--- src/rtl/l1_mem_arbiter_if.sv ---
// Shared payload types and the bus interface between the L1 caches, the arbiter and main memory.
// The arbiter connects through the slave modport; the caches/memory side uses master.
package l1_mem_arbiter_pkg;

  localparam int unsigned ADDR_W = 32;
  localparam int unsigned LINE_W = 128;

  typedef struct packed {
    logic              valid;
    logic              rw;
    logic [ADDR_W-1:0] addr;
    logic [LINE_W-1:0] data;
  } mem_req_type;

  typedef struct packed {
    logic [LINE_W-1:0] data;
    logic              ready;
  } mem_data_type;

endpackage : l1_mem_arbiter_pkg

interface l1_mem_arbiter_if #(
  parameter int unsigned CNT_W = 32
);
  import l1_mem_arbiter_pkg::*;

  mem_req_type       ic_req_i;
  mem_req_type       dc_req_i;
  mem_data_type      mem_data_i;
  mem_data_type      ic_data_o;
  mem_data_type      dc_data_o;
  mem_req_type       mem_req_o;
  logic              busy_o;
  logic [CNT_W-1:0]  no_ic_grant_o;
  logic [CNT_W-1:0]  no_dc_grant_o;
  logic [CNT_W-1:0]  no_conflict_o;

  modport slave (
    input  ic_req_i,
    input  dc_req_i,
    input  mem_data_i,
    output ic_data_o,
    output dc_data_o,
    output mem_req_o,
    output busy_o,
    output no_ic_grant_o,
    output no_dc_grant_o,
    output no_conflict_o
  );

  modport master (
    output ic_req_i,
    output dc_req_i,
    output mem_data_i,
    input  ic_data_o,
    input  dc_data_o,
    input  mem_req_o,
    input  busy_o,
    input  no_ic_grant_o,
    input  no_dc_grant_o,
    input  no_conflict_o
  );

endinterface : l1_mem_arbiter_if

--- src/rtl/l1_mem_arbiter.sv ---
// Arbitrates the single main-memory port between the L1 I-cache and D-cache, holding each grant
// until memory ready. Define L1_ARB_ROUND_ROBIN_EN for round-robin conflicts; default is D-cache priority.
module l1_mem_arbiter
  import l1_mem_arbiter_pkg::*;
#(
  parameter int unsigned CNT_W = 32
) (
  input  logic                    clk_i,
  input  logic                    rst_ni,
  l1_mem_arbiter_if.slave         bus
);

  typedef enum logic [1:0] {
    IDLE   = 2'd0,
    GNT_IC = 2'd1,
    GNT_DC = 2'd2
  } state_e;

  state_e           state_q;
  state_e           state_d;
  logic             ic_win_c;
  logic             dc_win_c;
  logic             conflict_c;
  logic [CNT_W-1:0] ic_cnt_q;
  logic [CNT_W-1:0] dc_cnt_q;
  logic [CNT_W-1:0] cf_cnt_q;

`ifdef L1_ARB_ROUND_ROBIN_EN
  localparam logic LAST_IC = 1'b0;
  localparam logic LAST_DC = 1'b1;

  logic last_gnt_q;

  // Remembers the most recent winner so the other port wins the next conflict.
  always_ff @(posedge clk_i or negedge rst_ni) begin
    if (!rst_ni) begin
      last_gnt_q <= LAST_IC;
    end else if (ic_win_c) begin
      last_gnt_q <= LAST_IC;
    end else if (dc_win_c) begin
      last_gnt_q <= LAST_DC;
    end
  end
`endif

  always_ff @(posedge clk_i or negedge rst_ni) begin
    if (!rst_ni) begin
      state_q <= IDLE;
    end else begin
      state_q <= state_d;
    end
  end

  // Next-state, arbitration decision and combinational bus routing.
  always_comb begin
    state_d        = state_q;
    ic_win_c       = 1'b0;
    dc_win_c       = 1'b0;
    conflict_c     = 1'b0;
    bus.mem_req_o  = '0;
    bus.ic_data_o  = '0;
    bus.dc_data_o  = '0;

    case (state_q)
      IDLE: begin
        if (bus.ic_req_i.valid && bus.dc_req_i.valid) begin
          conflict_c = 1'b1;
`ifdef L1_ARB_ROUND_ROBIN_EN
          if (last_gnt_q == LAST_IC) begin
            dc_win_c = 1'b1;
          end else begin
            ic_win_c = 1'b1;
          end
`else
          dc_win_c = 1'b1;
`endif
        end else if (bus.ic_req_i.valid) begin
          ic_win_c = 1'b1;
        end else if (bus.dc_req_i.valid) begin
          dc_win_c = 1'b1;
        end

        if (ic_win_c) begin
          state_d = GNT_IC;
        end else if (dc_win_c) begin
          state_d = GNT_DC;
        end
      end

      GNT_IC: begin
        bus.mem_req_o = bus.ic_req_i;
        bus.ic_data_o = bus.mem_data_i;
        if (bus.mem_data_i.ready) begin
          state_d = IDLE;
        end
      end

      GNT_DC: begin
        bus.mem_req_o = bus.dc_req_i;
        bus.dc_data_o = bus.mem_data_i;
        if (bus.mem_data_i.ready) begin
          state_d = IDLE;
        end
      end

      default: begin
        state_d = IDLE;
      end
    endcase
  end

  // Event counters wrap naturally at 2^CNT_W.
  always_ff @(posedge clk_i or negedge rst_ni) begin
    if (!rst_ni) begin
      ic_cnt_q <= '0;
      dc_cnt_q <= '0;
      cf_cnt_q <= '0;
    end else begin
      if (ic_win_c) begin
        ic_cnt_q <= ic_cnt_q + CNT_W'(1);
      end
      if (dc_win_c) begin
        dc_cnt_q <= dc_cnt_q + CNT_W'(1);
      end
      if (conflict_c) begin
        cf_cnt_q <= cf_cnt_q + CNT_W'(1);
      end
    end
  end

  assign bus.busy_o        = (state_q != IDLE);
  assign bus.no_ic_grant_o = ic_cnt_q;
  assign bus.no_dc_grant_o = dc_cnt_q;
  assign bus.no_conflict_o = cf_cnt_q;

endmodule : l1_mem_arbiter

--- src/flat_wrapper.sv ---
// flat-port wrapper written by rule: the top's interface ports become plain ports
module l1_mem_arbiter_flat import l1_mem_arbiter_pkg::*;
#(
  parameter int unsigned CNT_W = 32
)
  (clk_i, rst_ni, bus_ic_req_i, bus_dc_req_i, bus_mem_data_i, bus_ic_data_o, bus_dc_data_o, bus_mem_req_o, bus_busy_o, bus_no_ic_grant_o, bus_no_dc_grant_o, bus_no_conflict_o);
  l1_mem_arbiter_if #(.CNT_W(CNT_W)) bus_i ();
  input  logic clk_i;
  input  logic rst_ni;
  input wire logic [$bits(bus_i.ic_req_i)-1:0] bus_ic_req_i;
  input wire logic [$bits(bus_i.dc_req_i)-1:0] bus_dc_req_i;
  input wire logic [$bits(bus_i.mem_data_i)-1:0] bus_mem_data_i;
  output wire logic [$bits(bus_i.ic_data_o)-1:0] bus_ic_data_o;
  output wire logic [$bits(bus_i.dc_data_o)-1:0] bus_dc_data_o;
  output wire logic [$bits(bus_i.mem_req_o)-1:0] bus_mem_req_o;
  output wire logic [$bits(bus_i.busy_o)-1:0] bus_busy_o;
  output wire logic [$bits(bus_i.no_ic_grant_o)-1:0] bus_no_ic_grant_o;
  output wire logic [$bits(bus_i.no_dc_grant_o)-1:0] bus_no_dc_grant_o;
  output wire logic [$bits(bus_i.no_conflict_o)-1:0] bus_no_conflict_o;
  assign bus_i.ic_req_i = bus_ic_req_i;
  assign bus_i.dc_req_i = bus_dc_req_i;
  assign bus_i.mem_data_i = bus_mem_data_i;
  assign bus_ic_data_o = bus_i.ic_data_o;
  assign bus_dc_data_o = bus_i.dc_data_o;
  assign bus_mem_req_o = bus_i.mem_req_o;
  assign bus_busy_o = bus_i.busy_o;
  assign bus_no_ic_grant_o = bus_i.no_ic_grant_o;
  assign bus_no_dc_grant_o = bus_i.no_dc_grant_o;
  assign bus_no_conflict_o = bus_i.no_conflict_o;
  l1_mem_arbiter #(.CNT_W(CNT_W)) u_core (.clk_i(clk_i), .rst_ni(rst_ni), .bus(bus_i));
endmodule
--- config.mk ---
export PLATFORM = sky130hd
export DESIGN_NAME = l1_mem_arbiter_flat
export DESIGN_NICKNAME = d
export VERILOG_FILES = /design/src/rtl/l1_mem_arbiter_if.sv /design/src/rtl/l1_mem_arbiter.sv /design/src/flat_wrapper.sv
export SDC_FILE = /design/constraint.sdc
export NUM_CORES = 1
export LEC_CHECK = 0
export CAP_MARGIN = 30
export CORE_AREA = 2 2 378 380
export DETAILED_ROUTE_END_ITERATION = 7
export DIE_AREA = 0 0 380 382
export PLACE_DENSITY_LB_ADDON = 0.12
export RECOVER_POWER = 100
export SYNTH_ARGS = -nofsm -noshare
export SYNTH_HDL_FRONTEND = slang
export SYNTH_SLANG_ARGS = --single-unit
--- constraint.sdc ---
create_clock -name clk_i -period 2.6 [get_ports clk_i]
set_clock_uncertainty 0.1 [all_clocks]
set_input_delay 0.52 -clock clk_i [delete_from_list [all_inputs] [get_ports clk_i]]
set_output_delay 0.52 -clock clk_i [all_outputs]
set_load 0.01 [all_outputs]
After elaboration in Yosys (flattened, before gate mapping) --
Cells that the tools add are included.
Word-level totals: register bits after elaboration 98, bits in latches 0, memory bits (writable) 0, memory bits (read-only) 0, bits of input ports 455, output and inout bits 517, logic and storage cells 34, memories 0
Operators by class: add/sub/neg operators 3, multiply operators 0, div/mod/pow operators 0, magnitude comparators 0, eq/ne operators 4, shift-type cells 0, mux-type cells 18, bitwise gates (word level) 0, reduce and logical (&&, ||, !) cells 5
Operators by type and width (number):
- $pmux 162 s2 | 1
- $mux 129 | 2
- $add 32x1->32 const B | 3
- $mux 1 | 11
- $mux 2 | 3
- $pmux 2 s2 | 1
- $ne 3x1->1 const B | 1
- $eq 2x1->1 const B | 1
- $eq 2x2->1 const B | 1
- $logic_not 2->1 | 1
- $ne 2x1->1 const B | 1
- $reduce_and 2->1 | 1
- $reduce_bool 2->1 | 1
- $reduce_or 2->1 | 1
- $logic_and 1x1->1 | 1

Longest topological paths before layout --
word-level depth 7, gate-level depth with buffers 9, gate-level depth less buffers 6

Worst setup path after synthesis --
Ideal clock, no wire load.
path type reg-to-output, start reg u_core.state_q[1], end out bus_mem_req_o[0], arrival 1613 ps, data required time 1980 ps, setup slack 367 ps, cell stages (with the launch flop) 7, path buffers 3, cells stage by stage dfrtp_1 inv_1 ha_1 clkbuf_1 clkbuf_1 clkbuf_1 nor2b_1
On the way: word-level cells in the longest chain between the ends 2, elaborated cells between the ends (all ways) 3, classes of those cells eq/ne (2); mux (1)
Ends and longest elaborated chain:
- start, declared | RTL line l1_mem_arbiter.sv:19 | state_e state_q;
- start signal, assigned | RTL line l1_mem_arbiter.sv:50 | state_q <= state_d;
- $eq 2x2->1 / $eq 2x1->1 (equally long branches) | RTL line l1_mem_arbiter.sv:64 | case (state_q)
- $pmux 162 s2 (*) | RTL line l1_mem_arbiter.sv:64
- end, declared | RTL line flat_wrapper.sv:15 | output wire logic [$bits(bus_i.mem_req_o)-1:0] bus_mem_req_o;
Mark *: on every way between the ends. The rest lies on a longest branch, timed or not.

Worst setup path after layout --
start reg u_core.state_q[1], end out bus_mem_req_o[61]
The elaborated chain is that of the path after synthesis.

==> impl_metrics.csv <==
group,metric,value,unit
die,boundaryPins,972,
global_routing,use_met3,5.35,%
setup_path,cp.arrival,2.33,ns
timing,post-route-min-period,2.95,ns
synth,syn_avg_cell_area,8.23,um2
clock_tree,clockBufferDepth,2,
power,pwr-share-comb,85.0,%
setup_path,worst_setup_path_end_kind,"output pin",
synth,ys_types,32,
die,die_height,382,um
timing,setup_ws,-0.353,ns
die,initial_core_util,6.19,%
synth,ys_seq_area_share,28.1,%
placed_design,place_congestion,0.895,
clock_tree,clk_pin_slew,0.09,ns
timing,min_period_over_period,114,%
clock_tree,cts_buffers,9,
timing,finalSetupViolations,411,
placed_design,dp_cells,3980,
power,power.density,844,nW/um2
setup_path,worstSetupPathType,"reg -> out",
power,ir_worst_vdd,0.346,mV
global_routing,met1_usage,17.4,%
clock_tree,h-tree-depth,3,
timing,hold_viol_final,0,
synth,netlist_instances,1060,
synth,yosysTopAreaCell,"dfrtp_1",
status,violations,"setup timing",
global_routing,grt_busiest_layer,"met2",
layout,num-fill-cells,15788,
global_routing,grt_remaining_overflow,0,
clock_tree,cts_sinks,98,
synth,syn-num-nets,1521,
routing,vias_per_cell,3.20,
setup_path,cp-start-kind,"register",
setup_path,path_cells,"buf_6, ha_4, buf_6, buf_12, buf_12, a22oi_2, buf_4, nor2b_4, buf_12",
timing,final-max-slew-violation-count,0,
setup_path,cpMaxStageDelayCell,"dfrtp_1",
global_routing,grtUsageTotal,14.5,%
synth,synth.area.top_cells,"dfrtp_1 (28%), and2_1 (19%), a22oi_1 (14%)",
die,dieArea,145000,um2
power,p_leak,11.1,nW
setup_path,cp.required,1.98,ns
routing,route.detailed.drc,0,
layout,nets,2723,
synth,syn-cell-area,8730,um2
global_routing,grt_pass1_vias,13996,
clock_tree,clk_latency,0.38,ns
flow_run,maxCapViolCount,0,
routing,drtAntennaViolNets,0,
power,power,22.2,mW
clock_tree,cts_root_buffer,"clkbuf_16",
die,die_x,380,um
timing,fmax,339,MHz
timing,rsz0062_at_grt,"yes",
routing,drt-total-wl,111000,um
layout,areaGrowthSynthToFinish,201,%
setup_path,slowest_delay,0.43,ns
global_routing,antenna_found_initial,73,
placed_design,place_ws,-0.388,ns
timing,slew_headroom,42.0,%
timing,max_slew.worst_pin.slew,0.870,ns
power,seq_power_share,8.2,%
layout,final_cells,4176,
placed_design,place.port_buffers,971,
routing,via_count,13370,
die,core,141000,um2
placed_design,placed_area,22300,um2
global_routing,grt_util_met2,24.9,%
synth,yosysWarnings,0,
global_routing,grt_max_degree,53,
layout,multi_input_area,7380,um2
power,p_clk_share,6.7,%
synth,synth_top_area_share,28.1,%
routing,wl_per_cell,26.6,um
status,status,"complete, but fails checks",
synth,ys_ff_latch,98,
setup_path,cpMostUsedCell,"buf_12",
power,p_int,12.8,mW
layout,drive_gt1_share,48.5,%
placed_design,place_hpwl,93300,um
setup_path,crit_fanout,8,
hold_path,hp-class,"reg -> reg",
global_routing,grt_pass1_wl,141000,um
clock_tree,cts_tree,"done",
die,rows,138,
power,swShare,42.4,%
timing,fin_tns_setup,-48.49,ns
power,netSwitchingPower,9.39,mW
layout,register_area,2450,um2
layout,stdcell_area,26300,um2
routing,drt-pass1-iter-count,5,
routing,first_iter_violations,634,
[placed cells by master, fill, tap and decap left out, types with 17 or more instances in the layout]
cell,instances
dlygate4sd3_1,98
nand2_1,33
clkdlybuf4s50_1,452
nor2b_2,29
nand3_1,28
buf_8,33
buf_12,90
xor2_1,36
buf_6,271
nor2b_1,101
diode_2,20
and2_1,116
nor2b_4,32
clkbuf_16,17
dfrtp_1,98
buf_4,130
buf_16,21
dlygate4sd2_1,20
buf_2,124
xnor2_1,57
a22oi_2,158
nand4_1,29
and2_4,149
[area by class of cell]
type | count | area share (%)
clock buffer | 9 | 0.857
clock inverter | 6 | 0.276
multi-input combinational | 861 | 28.1
inverter | 8 | 0.114
sequential | 98 | 9.33
timing repair buffer | 1284 | 52.2
tap | 1890 | 9.00
antenna | 20 | 0.190
[sequential cells by signal, indices dropped and copies added (netlist names)]
name                      cells
u_core.bus.no_conflict_o     32
u_core.bus.no_ic_grant_o     32
u_core.state_q                2
u_core.bus.no_dc_grant_o     32
[worst paths after layout]
check | from | endpoint | slack, ns | depth (start not counted)
setup / recovery | u_core.state_q[1] | bus_mem_req_o[61] | -0.35 | 9
hold / removal | u_core.bus.no_ic_grant_o[31] | u_core.bus.no_ic_grant_o[31] | 0.37 | 1
setup reg to reg | u_core.state_q[1] | u_core.bus.no_conflict_o[10] | 0.50 | 8
hold reg to reg | u_core.bus.no_ic_grant_o[31] | u_core.bus.no_ic_grant_o[31] | 0.37 | 1
max in group asynchronous | rst_ni | u_core.bus.no_dc_grant_o[26] | 0.32 | 3
min in group asynchronous | rst_ni | u_core.bus.no_ic_grant_o[29] | 0.66 | 2
[power groups by stage]
stage / Clock, mW / Combinational (mW) / Sequential [mW]
2_1_floorplan: 0 / 4.42 / 1.87
3_3_place_gp: 0 / 13.5 / 1.86
3_5_place_dp: 0 / 13.6 / 1.86
4_1_cts: 1.60 / 17.8 / 1.84
5_1_grt: 1.65 / 19.8 / 1.86
6_report: 1.49 / 18.8 / 1.83
[synthesized netlist by cell type]
master      n
nand3_1    28
nor4_4      4
a22oi_1   162
xor2_1     36
nor3_1     11
a21boi_0    1
nand2b_1    1
nand2_1    33
and4_1     11
and2_1    265
nand3b_4    1
nand4_1    29
ha_1        6
nor2_1     13
nand4_4     3
nor2b_1   162
buf_4       3
nor4_2      1
dfrtp_1    98
clkbuf_1   86
a32o_1      1
inv_1       8
nor4_1     15
and3_2      1
xnor2_1    57
or3_1       1
mux2_2      2
and3_1     14
o21ai_0     2
buf_6       2
nand4_2     1
buf_2       2
[metrics by stage]
stage | hold slack [ns] | utilization (%)
floorplan | 0.124 | -
global placement | 0.367 | 15.8
detailed placement | 0.368 | 15.8
CTS | 0.382 | 17.9
global route | 0.388 | 18.6
finish | 0.368 | 18.7
[logic make-up (layout without fill, tap and decap cells)]
family	Yosys count	count (layout)	share of synthesized area, %
AND/OR/NAND/NOR	594	594	42.5
AO/OA/AOI/OAI	166	166	14.2
buffers and inverters	101	1307	4.67
flip-flops	98	98	28.1
XOR/XNOR	93	93	9.33
adder cells (fa/ha/maj)	6	6	0.860
multiplexers	2	2	0.258
other	0	20	0
[layer usage]
| metal | routed length [um] | vias to the layer above |
|---|---|---|
| li1 | - | 6106 |
| met1 | 45200 | 6472 |
| met2 | 53800 | 585 |
| met3 | 9650 | 145 |
| met4 | 1950 | 62 |
| met5 | 383 | - |
[repair_timing]
action / CTS / global route
gates cloned: 34 / 9
buffers inserted: 123 / 63
hold buffers: 1 / 0
gates resized for setup: 1952 / 368
pin swaps: 100 / 96
hold endpoints to repair: 25 / 0
endpoints found under the setup margin: 419 / 371
[critical path: cells and delay by family (launching register included)]
| kind | cells | cell delay [ns] |
|---|---|---|
| adder cells (fa/ha/maj) | 1 | 0.17 |
| AO/OA/AOI/OAI | 1 | 0.41 |
| flip-flops | 1 | 0.43 |
| AND/OR/NAND/NOR | 1 | 0.04 |
| buffers and inverters | 6 | 0.88 |
No activity file was read; power rests on OpenSTA's default activity.
